[config.mk]
export PLATFORM = sky130hd
export DESIGN_NAME = systolic_pe_flat
export DESIGN_NICKNAME = d
export VERILOG_FILES = /design/src/rtl/systolic_pe_if.sv /design/src/rtl/systolic_pe.sv /design/src/flat_wrapper.sv
export SDC_FILE = /design/constraint.sdc
export NUM_CORES = 1
export LEC_CHECK = 0
export ABC_AREA = 1
export BUFFER_PORTS_ARGS = -buffer_cell sky130_fd_sc_hd__buf_4
export CAP_MARGIN = 10
export CORE_ASPECT_RATIO = 1.75
export CORE_MARGIN = 2
export CORE_UTILIZATION = 69
export CTS_BUF_LIST = sky130_fd_sc_hd__clkbuf_8
export DETAILED_ROUTE_END_ITERATION = 7
export PLACE_DENSITY = 0.91
export SKIP_LAST_GASP = 1
export SLEW_MARGIN = 20
export SYNTH_ARGS = -nofsm -noshare
export SYNTH_HDL_FRONTEND = slang
export SYNTH_SLANG_ARGS = --single-unit
[constraint.sdc]
create_clock -name clk -period 10.5 [get_ports clk]
set_input_delay 2.1 -clock clk [delete_from_list [all_inputs] [get_ports clk]]
set_output_delay 2.1 -clock clk [all_outputs]
set_load 0.05 [all_outputs]
[src/rtl/systolic_pe_if.sv]
// Port bundle between one systolic PE and the array fabric around it.
// The array controller (master) drives mode, partial sum and activation; the PE (slave) returns the registered outputs.
interface systolic_pe_if #(
  parameter int ADD_BW = 32,
  parameter int MUL_BW = 16
);
  logic              i_mode;
  logic [ADD_BW-1:0] i_top;
  logic [MUL_BW-1:0] i_left;
  logic [ADD_BW-1:0] o_bot;
  logic [MUL_BW-1:0] o_right;

  modport master (
    output i_mode,
    output i_top,
    output i_left,
    input  o_bot,
    input  o_right
  );

  modport slave (
    input  i_mode,
    input  i_top,
    input  i_left,
    output o_bot,
    output o_right
  );
endinterface

[src/rtl/systolic_pe.sv]
// Weight-stationary systolic array processing element: loads a weight from the top, then
// multiply-accumulates left activations into top partial sums with one cycle of latency.
module systolic_pe #(
  parameter int ADD_BW = 32,
  parameter int MUL_BW = 16
) (
  input  logic         clk,
  input  logic         rst,
  systolic_pe_if.slave pe
);

  localparam int PROD_BW = 2 * MUL_BW;

  // The full product must fit the partial-sum path without truncation.
  if (ADD_BW < PROD_BW) begin : g_width_check
    $error("systolic_pe: ADD_BW must be >= 2*MUL_BW");
  end

  // Unsigned multiply-accumulate that wraps modulo 2^ADD_BW.
  function automatic logic [ADD_BW-1:0] mac_wrap(
    input logic [ADD_BW-1:0] psum,
    input logic [MUL_BW-1:0] w,
    input logic [MUL_BW-1:0] a
  );
    logic [PROD_BW-1:0] prod;
    prod = PROD_BW'(w) * PROD_BW'(a);
    return psum + ADD_BW'(prod);
  endfunction

  function automatic logic [ADD_BW-1:0] zext_weight(input logic [ADD_BW-1:0] top);
    return ADD_BW'(top[MUL_BW-1:0]);
  endfunction

  logic [MUL_BW-1:0] weight_q;
  logic [MUL_BW-1:0] weight_nxt;
  logic [ADD_BW-1:0] bot_nxt;
  logic [ADD_BW-1:0] bot_p1;
  logic [MUL_BW-1:0] right_p1;

  always_comb begin
    weight_nxt = weight_q;
    bot_nxt    = mac_wrap(pe.i_top, weight_q, pe.i_left);
    if (!pe.i_mode) begin
      weight_nxt = pe.i_top[MUL_BW-1:0];
      bot_nxt    = zext_weight(pe.i_top);
    end
  end

  // Stage p0 -> p1: single register boundary, so array skew is one cycle per PE.
  always_ff @(posedge clk) begin
    if (rst) begin
      weight_q <= '0;
      bot_p1   <= '0;
      right_p1 <= '0;
    end else begin
      weight_q <= weight_nxt;
      bot_p1   <= bot_nxt;
      right_p1 <= pe.i_left;
    end
  end

  assign pe.o_bot   = bot_p1;
  assign pe.o_right = right_p1;

endmodule

[src/flat_wrapper.sv]
// flat-port wrapper written by rule: the top's interface ports become plain ports
module systolic_pe_flat 
#(
  parameter int ADD_BW = 32,
  parameter int MUL_BW = 16
)
  (clk, rst, pe_i_mode, pe_i_top, pe_i_left, pe_o_bot, pe_o_right);
  systolic_pe_if #(.ADD_BW(ADD_BW), .MUL_BW(MUL_BW)) pe_i ();
  input  logic clk;
  input  logic rst;
  input wire logic [$bits(pe_i.i_mode)-1:0] pe_i_mode;
  input wire logic [$bits(pe_i.i_top)-1:0] pe_i_top;
  input wire logic [$bits(pe_i.i_left)-1:0] pe_i_left;
  output wire logic [$bits(pe_i.o_bot)-1:0] pe_o_bot;
  output wire logic [$bits(pe_i.o_right)-1:0] pe_o_right;
  assign pe_i.i_mode = pe_i_mode;
  assign pe_i.i_top = pe_i_top;
  assign pe_i.i_left = pe_i_left;
  assign pe_o_bot = pe_i.o_bot;
  assign pe_o_right = pe_i.o_right;
  systolic_pe #(.ADD_BW(ADD_BW), .MUL_BW(MUL_BW)) u_core (.clk(clk), .rst(rst), .pe(pe_i));
endmodule
Word-level counts from Yosys, hierarchy flattened
Index checks and enable logic that the tools add are counted.

cells by class
  $add $sub $neg = 1
  $mul = 1
  mux-type cells = 1
  bitwise operators = 1
  reductions and logical operators = 1

operators with widths
  kind                                            count
  32-bit adder                                    1
  16-bit by 16-bit multiplier with 32-bit output  1
  16-bit two-way mux                              1
  2-bit OR reduction                              1
  1-bit inverter                                  1

storage, ports and cells
  flip-flop bits (word level) = 64
  output and inout bits = 48
  logic and storage cells = 9

Longest topological paths before layout
  depth after elaboration = 3
  mapped depth = 27
  gate-level depth less buffers = 26

Worst setup path before layout
No wires, ideal clock.

  path kind = input to register
  from = input port pe_i_left[1]
  to = register u_core.bot_p1[21] (netlist: u_core.pe.o_bot[21])
  setup time = 113 ps
  data arrival time = 6905 ps
  data required time = 10387 ps
  path slack = 3483 ps
  stages = 23
  path buffers = 2
  cells stage by stage = clkbuf_1 > clkbuf_1 > nand2_1 > fa_1 > fa_1 > fa_1 > fa_1 > inv_1 > fa_1 > inv_1 > fa_1 > inv_1 > ha_1 > nand2_2 > inv_1 > nand2_1 > nand2_1 > inv_1 > nand3_1 > a21oi_1 > nand2_1 > nand2_1 > nor2_1

on the way
  longest elaborated chain between the ends = 2

RTL lines
  element                                         RTL line            text
  start, declared                                 flat_wrapper.sv:13  input wire logic [$bits(pe_i.i_left)-1:0] pe_i_left;
  16-bit by 16-bit multiplier with 32-bit output  systolic_pe.sv:26   prod = PROD_BW'(w) * PROD_BW'(a);
  32-bit adder                                    systolic_pe.sv:27   return psum + ADD_BW'(prod);
  end signal, assigned                            systolic_pe.sv:57   bot_p1 <= bot_nxt;
  end, declared                                   systolic_pe.sv:37   logic [ADD_BW-1:0] bot_p1;

Every way passes these cells.
A chain may end at the register's enable or synchronous reset.

Worst setup path after layout
  from = input port pe_i_left[10]
  to = register u_core.bot_p1[18] (netlist: u_core.pe.o_bot[18])

Same word-level chain as after synthesis.

==> results.tsv <==
metric	value	unit
most repeated cell in the gate-level netlist after synthesis	sky130_fd_sc_hd__inv_1	
ranking of synthesized cells by instance count	sky130_fd_sc_hd__inv_1, sky130_fd_sc_hd__nand2_1, sky130_fd_sc_hd__fa_1	
CTS H-tree lvls	3	
main flop type after synthesis	sky130_fd_sc_hd__dfxtp_1	
CP max FO	17	
clock tree root buffer cell	sky130_fd_sc_hd__clkbuf_8	
Switch Pwr	0.00157	W
number of nets in the layout	2127	
result of the run	finished, final reports clean	
starting density of the core	70.2	%
clock period minus final worst setup slack	7100	ps
startpoint of the lowest-slack hold path	u_core.weight_q[2]	
Max Freq	141	MHz
actual transition at the worst max-transition pin	941	ps
launch point of the worst path	pe_i_left[10]	
via count	10495	
cell area after placement	0.0130	mm2
number of hold-slack violations in the final timing report	0	
die width	105	um
residual DRC count	0	
HPWL reported at the end of detailed placement	27200	um
unrepaired setup endpoints after global routing	false	
share of post-route cells with drive strength above 1	7.29	%
Sinks on Clock Net	64	
kind of start point of the critical path	primary input	
final-report setup violation count	0	
Post-Syn Instances	1711	
Power Dens Cells	201	mW/mm2
number of storage elements in the synthesis netlist	64	
count of distinct cell types in the synthesized netlist	24	
cell leakage power	8.24	nW
aggregate global-route resource usage	37.0	%
Comb pwr share	79.4	%
Maximum Capacitance Violations	0	
Critical Path Sink Type	flip-flop	
first-pass GRT wire length	54200	um
synthesized netlist net count	2086	
Antenna Violating Nets Remaining	0	
clock network latency to the later pin of the worst-skew pair	380	ps
worst min path class	flip-flop to flip-flop	
Clock power frac	8.6	%
Avg Inst Size Synth	7.13	um2
TritonCTS buffer count	9	
worst vdd ir	0.000187	V
area of the core	0.0174	mm2
die height	180	um
final setup margin	3400	ps
count of placed standard cells including taps	1972	
diode count	0	
total routed wirelength	32800	um
area share of the largest cell type after synthesis	36.9	%
Setup Slack @ Placement	3070	ps
required arrival time at the worst endpoint	10740	ps
maximum number of pins on one net before global-route repair	31	
# IOs	99	
Worst Setup Path Type	primary input to flip-flop	
number of enable flip-flop cells after synthesis	0	
total of buffers placed on input and output ports	98	
async set or reset register ratio after synthesis	0	%
number of violations reported at the end of detailed-routing iteration 0	607	
fraction of power spent switching nets	59.3	%
Slew HR	37.2	%
Setup Buffers After CTS	0	
drt first pass iters	5	
routability cong.	1.02	
GR Overflow Total	0	
proportion of power drawn by flip-flops and latches	12.1	%
die footprint	0.0188	mm2
number of cells in the finished layout apart from fillers	1988	
synthesis warning total	0	
clk buf depth	2	
arrival time worst endpoint	7340	ps
final worst-path cycle share	67.6	%
Area Overhead vs Synth	7.98	%
average wire per standard cell	16.5	um
via count of the first global-routing pass	11192	
Seq/Total Area, Yosys	10.5	%
cell row count	64	
cell type with the highest aggregate area in the netlist	sky130_fd_sc_hd__fa_1	
P_int	0.00108	W
CTS Hold Bufs	0	
number of cells upsized or downsized after cts	0	
TritonCTS clock tree	yes	
final sum of negative setup slack	0	ps
post-CTS clock slew at the launch and capture registers of the worst setup and hold paths	90	ps
post-synthesis instance area	0.0122	mm2
final design area excluding fillers	0.0132	mm2
RR Startpoint	u_core.weight_q[8]	
vias per inst	5.28	
count of pins over their slew limit	0	
leading post-synthesis cells by cell area	sky130_fd_sc_hd__fa_1, sky130_fd_sc_hd__inv_1, sky130_fd_sc_hd__nand2_1, sky130_fd_sc_hd__dfxtp_1, sky130_fd_sc_hd__ha_1	
antenna violations before repair	0	
worst clock skew	8.15	ps
## cells in the final DEF, fill, tap and decap left out, drive strengths merged
master | Yosys | final
o21ai | 31 | 31
nor2 | 92 | 92
nand3 | 25 | 25
o32ai | 1 | 1
a21o | 1 | 1
fa | 225 | 225
and2 | 4 | 4
ha | 99 | 99
inv | 570 | 572
buf | 6 | 103
nor3 | 1 | 1
clkinvlp | 0 | 4
a21oi | 26 | 26
clkbuf | 67 | 9
o21bai | 2 | 2
nand2 | 489 | 489
bufinv | 0 | 1
xor2 | 2 | 2
o22ai | 6 | 6
dfxtp | 64 | 64
## worst max-delay path: stages
cell,delay (ps)
sky130_fd_sc_hd__buf_4,200
sky130_fd_sc_hd__nand2_1,90
sky130_fd_sc_hd__inv_1,80
sky130_fd_sc_hd__fa_1,530
sky130_fd_sc_hd__inv_1,60
sky130_fd_sc_hd__fa_1,550
sky130_fd_sc_hd__inv_1,60
sky130_fd_sc_hd__fa_1,570
sky130_fd_sc_hd__fa_1,470
sky130_fd_sc_hd__fa_1,520
sky130_fd_sc_hd__inv_1,60
sky130_fd_sc_hd__fa_1,480
sky130_fd_sc_hd__inv_1,40
sky130_fd_sc_hd__ha_1,390
sky130_fd_sc_hd__nand2_1,130
sky130_fd_sc_hd__nor2_1,260
sky130_fd_sc_hd__nand2_1,120
sky130_fd_sc_hd__a21oi_1,250
sky130_fd_sc_hd__o21ai_0,180
sky130_fd_sc_hd__nand2_1,90
sky130_fd_sc_hd__nor2_1,70
## through the flow
step	power (W)	utilization (%)	hold WS (ps)
6_report	0.00264	75.8	502
5_1_grt	0.00291	75.8	531
4_1_cts	0.00263	75.8	503
3_5_place_dp	0.00239	74.7	481
3_3_place_gp	0.00236	74.7	469
2_1_floorplan	0.00177	-	589
## kinds of logic after synthesis
kind of cell | count (synthesis) | share of synthesized area (%)
flip-flops | 64 | 10.5
XOR/XNOR | 2 | 0.144
AO/OA/AOI/OAI | 67 | 2.90
adder cells (fa/ha/maj) | 324 | 47.1
AND/OR/NAND/NOR | 611 | 19.5
buffers and inverters | 643 | 19.9
## power groups by stage
stage	clock network [W]	logic (W)	registers [W]
2_1_floorplan	0	0.00134	0.000427
3_3_place_gp	0	0.00203	0.000323
3_5_place_dp	0	0.00206	0.000322
4_1_cts	0.000228	0.00208	0.000317
5_1_grt	0.000236	0.00235	0.000321
6_report	0.000227	0.00210	0.000319
## final timing paths
check,slack (ps),cells after the start,endpoint
worst min register to register,500,2,u_core.weight_q[2]
worst min-delay path,500,2,u_core.weight_q[2]
worst max-delay path,3400,21,u_core.pe.o_bot[18]
worst max register to register,4440,18,u_core.pe.o_bot[18]
## routing by layer
layer / up-vias / wire length (um) / track usage, %
li1: 4794 / - / -
met1: 4949 / 10800 / 41.2
met2: 562 / 16800 / 65.2
met3: 190 / 2820 / 6.64
met4: 0 / 2390 / 22.3
met5: - / 0 / 0
## flip-flops by register name (all words and copies together) (netlist names)
register	flops
u_core.pe.o_bot	32
u_core.pe.o_right	16
u_core.weight_q	16
## cell type report
class | count | area [um2]
clock inverters | 7 | 72.6
multi-input cells | 1004 | 8500
repair buffers | 103 | 773
clock buffers | 9 | 124
well taps | 231 | 289
flip-flops and latches | 64 | 1280
fillers | 1333 | 4200
inverters | 570 | 2140
(Power assumes the default switching activity.)
